File: src/rtl/delta_modulator_seq.sv
// Frame-based delta modulator: compares stored samples against a saturating tracking accumulator,
// emitting one bit per sample. Optional adaptive step sizing under `DELTA_ADAPTIVE_STEP_EN.
module delta_modulator_seq #(
  parameter int unsigned WIDTH    = 8,
  parameter int unsigned DEPTH    = 8,
  parameter int unsigned STEP     = 1,
  parameter int unsigned MAX_STEP = 16
) (
  input  logic                     CLK100MHZ,
  input  logic                     RST,
  input  logic                     WR_EN,
  input  logic [$clog2(DEPTH)-1:0] WR_ADDR,
  input  logic [WIDTH-1:0]         WR_DATA,
  input  logic                     START,
  output logic                     BUSY,
  output logic                     BIT_OUT,
  output logic                     BIT_VALID,
  output logic [DEPTH-1:0]         BITS,
  output logic                     DONE,
  output logic [WIDTH-1:0]         ACC
);

  localparam int unsigned AW = $clog2(DEPTH);
  // Step arithmetic is wide enough that acc + step never overflows before saturation.
  localparam int unsigned EW = ((WIDTH > 32) ? WIDTH : 32) + 1;
  localparam logic [EW-1:0] STEP_E  = EW'(STEP);
  localparam logic [EW-1:0] ACC_MAX = {{(EW - WIDTH){1'b0}}, {WIDTH{1'b1}}};
  localparam logic [AW-1:0] LAST_IDX = AW'(DEPTH - 1);
  localparam logic [AW:0]   DEPTH_A  = (AW + 1)'(DEPTH);

  if (DEPTH < 2) begin : g_depth_chk
    $error("DEPTH must be at least 2");
  end
  if (MAX_STEP < STEP) begin : g_step_chk
    $error("MAX_STEP must not be below STEP");
  end

  typedef enum logic [1:0] {StIdle, StRun, StDone} state_e;

  state_e r_state, w_state_next;

  logic [WIDTH-1:0] r_mem [DEPTH];
  logic [AW-1:0]    r_idx;
  logic [WIDTH-1:0] r_acc;
  logic [DEPTH-1:0] r_bits;
  logic             r_bit_out;
  logic             r_bit_valid;
  logic             r_busy;
  logic             r_done;

  logic             w_start;
  logic             w_run;
  logic             w_finish;
  logic             w_wr_ok;
  logic             w_wr;
  logic             w_bit;
  logic [EW-1:0]    w_step;
  logic [EW-1:0]    w_acc_e;
  logic [EW-1:0]    w_sum;
  logic [EW-1:0]    w_diff;
  logic [WIDTH-1:0] w_acc_next;

  // FSM: state register
  always_ff @(posedge CLK100MHZ) begin
    if (RST) begin
      r_state <= StIdle;
    end else begin
      r_state <= w_state_next;
    end
  end

  // FSM: next-state
  always_comb begin
    w_state_next = r_state;
    unique case (r_state)
      StIdle:  if (START) w_state_next = StRun;
      StRun:   if (r_idx == LAST_IDX) w_state_next = StDone;
      StDone:  w_state_next = StIdle;
      default: w_state_next = StIdle;
    endcase
  end

  // FSM: control outputs
  always_comb begin
    w_start  = 1'b0;
    w_run    = 1'b0;
    w_finish = 1'b0;
    w_wr_ok  = 1'b0;
    unique case (r_state)
      StIdle: begin
        w_start = START;
        w_wr_ok = 1'b1;
      end
      StRun:   w_run    = 1'b1;
      StDone:  w_finish = 1'b1;
      default: ;
    endcase
  end

  // Sample memory has no reset so frames can be replayed after an abort.
  assign w_wr = w_wr_ok && WR_EN && !RST && ({1'b0, WR_ADDR} < DEPTH_A);

  always_ff @(posedge CLK100MHZ) begin
    if (w_wr) begin
      r_mem[WR_ADDR] <= WR_DATA;
    end
  end

`ifdef DELTA_ADAPTIVE_STEP_EN
  localparam logic [EW-1:0] MAX_E = EW'(MAX_STEP);

  logic [EW-1:0] r_step;
  logic          r_prev_bit;
  logic [EW-1:0] w_step_dbl;

  always_comb begin
    w_step_dbl = r_step << 1;
    if (r_idx == '0) begin
      w_step = STEP_E;
    end else if (w_bit == r_prev_bit) begin
      w_step = (w_step_dbl > MAX_E) ? MAX_E : w_step_dbl;
    end else begin
      w_step = STEP_E;
    end
  end

  always_ff @(posedge CLK100MHZ) begin
    if (RST) begin
      r_step     <= STEP_E;
      r_prev_bit <= 1'b0;
    end else if (w_run) begin
      r_step     <= w_step;
      r_prev_bit <= w_bit;
    end
  end
`else
  assign w_step = STEP_E;
`endif

  // Bit decision and saturating accumulator update
  always_comb begin
    w_bit   = r_mem[r_idx] > r_acc;
    w_acc_e = {{(EW - WIDTH){1'b0}}, r_acc};
    w_sum   = w_acc_e + w_step;
    w_diff  = w_acc_e - w_step;
    if (w_bit) begin
      w_acc_next = (w_sum > ACC_MAX) ? {WIDTH{1'b1}} : w_sum[WIDTH-1:0];
    end else begin
      w_acc_next = (w_acc_e < w_step) ? '0 : w_diff[WIDTH-1:0];
    end
  end

  always_ff @(posedge CLK100MHZ) begin
    if (RST) begin
      r_idx       <= '0;
      r_acc       <= '0;
      r_bits      <= '0;
      r_bit_out   <= 1'b0;
      r_bit_valid <= 1'b0;
      r_busy      <= 1'b0;
      r_done      <= 1'b0;
    end else begin
      r_done <= w_finish;
      if (w_start) begin
        r_idx  <= '0;
        r_acc  <= '0;
        r_bits <= '0;
      end
      if (w_run) begin
        r_bit_out     <= w_bit;
        r_bit_valid   <= 1'b1;
        r_busy        <= 1'b1;
        r_bits[r_idx] <= w_bit;
        r_acc         <= w_acc_next;
        r_idx         <= r_idx + AW'(1);
      end
      if (w_finish) begin
        r_bit_out   <= 1'b0;
        r_bit_valid <= 1'b0;
        r_busy      <= 1'b0;
      end
    end
  end

  assign BUSY      = r_busy;
  assign BIT_OUT   = r_bit_out;
  assign BIT_VALID = r_bit_valid;
  assign BITS      = r_bits;
  assign DONE      = r_done;
  assign ACC       = r_acc;

endmodule
File: config.mk
export PLATFORM = sky130hd
export DESIGN_NAME = delta_modulator_seq
export DESIGN_NICKNAME = d
export VERILOG_FILES = /design/src/rtl/delta_modulator_seq.sv
export SDC_FILE = /design/constraint.sdc
export NUM_CORES = 1
export LEC_CHECK = 0
export ABC_CLOCK_PERIOD_IN_PS = 5550
export BUFFER_PORTS_ARGS = -buffer_cell sky130_fd_sc_hd__buf_2
export CORE_ASPECT_RATIO = 0.75
export CORE_UTILIZATION = 64
export CTS_CLUSTER_DIAMETER = 80
export DETAILED_ROUTE_END_ITERATION = 12
export PLACE_DENSITY = 0.85
export REMOVE_ABC_BUFFERS = 1
export SETUP_SLACK_MARGIN = 0.3
export SYNTH_ARGS = -nofsm -noshare
export SYNTH_HDL_FRONTEND = slang
export SYNTH_SLANG_ARGS = --single-unit
File: constraint.sdc
create_clock -name CLK100MHZ -period 5.55 [get_ports CLK100MHZ]
set_clock_uncertainty 0.05 [all_clocks]
set_input_delay 0 -clock CLK100MHZ [delete_from_list [all_inputs] [get_ports CLK100MHZ]]
set_output_delay 0 -clock CLK100MHZ [all_outputs]
set_load 0.01 [all_outputs]
==> results.json <==
{
  "grtUsageTotal_pct": 27.2,
  "final_cells": 449,
  "worst-path-buf-inv": 0,
  "setup.worst_path.end_class": "flop",
  "synth_area_per_cell_um2": 12.9,
  "netlist_area_mm2": 0.00423,
  "grt_start_max_net_pins": 22,
  "synth_cell_types": 58,
  "vdd_drop_max_uv": 224,
  "clkSinkCount": 91,
  "viasPerCell": 6.37,
  "critPathTopFamily": "multiplexers",
  "num_vias": 2859,
  "antenna_found_initial": 0,
  "synthCells": 328,
  "grt_overflow": 0,
  "drc": 0,
  "slew_headroom_pct": 30.2,
  "fin_tns_setup_ns": 0,
  "outcome": "finished, final reports clean",
  "clockRootBuffer": "clkbuf_8",
  "layout-drive-gt1-share_pct": 23.4,
  "dp.cells": 424,
  "io_pins": 35,
  "p_per_area_mw_per_mm2": 301,
  "worst_hold_slack_ns": 0.118,
  "rows": 25,
  "synth_edf_count": 64,
  "cp.required_ns": 5.78,
  "grt_pass1_wl_mm": 13.6,
  "setup_slack_ns": 1.35,
  "finalHoldViolCount": 0,
  "ys.flop_type": "edfxtp_1",
  "postCtsSetupBuffers": 0,
  "core_area_mm2": 0.00635,
  "htreeDepth": 3,
  "dp_hpwl_mm": 5.67,
  "maxSlewViolCount": 0,
  "route.detailed.wl_per_inst_um": 19.1,
  "place.gp.congestion": 0.885,
  "critical_path.max_fanout": 16,
  "cts_buffers": 9,
  "path_clk_slew_ns": 0.09,
  "leakage_nw": 1.59,
  "nNetsFinal": 391,
  "pre_cts_ws_ns": 1.39,
  "arrival_ns": 4.42,
  "cp_cell_sequence": "mux4_2, mux2_2, ha_1, nand4_2, nor2_2, a21oi_2, nor2_1, mux2_2, o221ai_1",
  "diodes": 0,
  "fmax_ghz": 0.238,
  "cp_slowest_cell": "dfxtp_1",
  "finalCritPeriodShare_pct": 75.6,
  "worst_pin_slew_ns": 1.05,
  "setup_viol_count_final": 0,
  "area_delta_synth_final_pct": 11.7,
  "drtIter0Drc": 315,
  "critPathLaunchType": "flop",
  "fin_crit_ns": 4.20,
  "hold_class": "in -> reg",
  "critPathKind": "reg -> reg",
  "cts_tree": "yes",
  "dr.pass1.iters": 5,
  "design.die.area_mm2": 0.00694,
  "synth_warnings": 0,
  "fillers": 407,
  "ys_ff_latch": 91,
  "clock_latency_ns": 0.36,
  "drt_wl_total_mm": 8.59,
  "cap_violations": 0,
  "die_h_um": 72.4,
  "utilization_pct": 74.4,
  "grt_pass1_vias": 2666,
  "initial_core_util_pct": 66.6,
  "path_common_cell": "mux2_2",
  "slowest_delay_ns": 1.02,
  "chipWidth_um": 95.9,
  "port_buffers": 34,
  "ant_nets": 0,
  "ys_seq_area_share_pct": 58.2,
  "clock_path_buffers": 2,
  "ys_async_sr_fraction_pct": 0,
  "rsz0062_at_grt": "false"
}
==> metal layers <==
metal	vias to the layer above	GRT usage [%]	share of wire [%]
met5	-	0	0
met4	0	8.62	1.3
met3	15	7.76	7.2
met2	125	41.0	49
met1	1387	38.5	43
li1	1332	-	-
==> synth_stat cells, drive strengths merged, types with 6 or more instances <==
| cell | instances | area [µm²] |
|---|---|---|
| edfxtp | 64 | 1920 |
| dfxtp | 27 | 541 |
| nor2 | 27 | 106 |
| nand2 | 22 | 82.6 |
| a21oi | 19 | 98.9 |
| nand3 | 17 | 90.1 |
| mux4 | 16 | 360 |
| buf | 13 | 70.1 |
| ha | 13 | 163 |
| inv | 11 | 41.3 |
| mux2 | 10 | 113 |
| clkbuf | 8 | 30.0 |
| nor3 | 8 | 45.0 |
| or3 | 7 | 43.8 |
| nand4 | 6 | 43.8 |
==> registers in the layout (all words and copies together), names as in the netlist, named ones only <==
register and flops:
DONE 1, BITS 8, ACC 8, r_state 2, r_mem 64, BUSY 1
r_idx 3, BIT_OUT 1
==> tightest hold or removal path: cells and delay by family <==
family | cells | cell delay [ns]
buffers and inverters | 2 | 0.29
AND/OR/NAND/NOR | 1 | 0.06
==> where the power goes <==
group	switching [mW]	internal (mW)
Combinational	0.101	0.0746
Clock	0.226	0.256
Sequential	0.0250	0.739
==> stage by stage <==
stage               total power, mW  cell area [µm²]
floorplan                     0.888             4130
global placement              0.936             4420
detailed placement            0.943             4420
CTS                            1.42             4720
global route                   1.47             4720
finish                         1.42             4720
==> layout make-up <==
cell class	count	area, µm²	area share (%)
Clock inverter	5	85.1	1.80
Clock buffer	11	131	2.78
Sequential cell	91	2460	52.1
Tap cell	81	101	2.15
Inverter	11	41.3	0.874
Timing Repair Buffer	45	275	5.83
Multi-Input combinational cell	205	1630	34.4
==> path summary, 6_finish.rpt <==
kind	start	to	slack, ns	cells after the start
worst min-delay path	WR_ADDR[2]	r_mem[1][7]	0.12	3
worst min register to register	BITS[1]	BITS[1]	0.45	2
worst max-delay path	flop	ACC[6]	1.35	9
worst max register to register	flop	ACC[6]	1.35	9
==> kinds of logic after synthesis <==
group | Yosys count | share of synthesized area [%]
flip-flops | 91 | 58.2
AND/OR/NAND/NOR | 108 | 13.5
AO/OA/AOI/OAI | 52 | 8.61
multiplexers | 27 | 11.4
adder cells (fa/ha/maj) | 13 | 3.85
buffers and inverters | 32 | 3.34
XOR/XNOR | 5 | 1.04
==> layout by cell type (no fill, tap or decap), types with 2 or more instances in the layout <==
| master | count |
|---|---|
| o311ai_0 | 3 |
| clkbuf_1 | 2 |
| nor2_2 | 2 |
| nand4_1 | 5 |
| o21ai_0 | 4 |
| nand2b_1 | 5 |
| xnor2_1 | 4 |
| o21a_1 | 3 |
| or2_2 | 2 |
| nor2_1 | 25 |
| nand2_1 | 22 |
| mux4_2 | 16 |
| o2111ai_1 | 4 |
| buf_4 | 2 |
| dlygate4sd3_1 | 9 |
| dfxtp_1 | 27 |
| bufinv_16 | 2 |
| a31oi_1 | 2 |
| or3_1 | 7 |
| buf_2 | 34 |
| edfxtp_1 | 64 |
| a32o_1 | 2 |
| nand3_1 | 16 |
| ha_1 | 13 |
| inv_1 | 11 |
| o211ai_1 | 2 |
| nor3_1 | 7 |
| nor3b_1 | 3 |
| or4_1 | 2 |
| clkbuf_8 | 9 |
| mux2_2 | 10 |
| a21oi_1 | 18 |
==> repair_timing <==
action	4_1_cts	5_1_grt
resized for setup	0	0
hold buffers	9	0
setup endpoints to repair	0	0
endpoints found under the hold margin	74	0
Power figures use the tool's default switching activity.
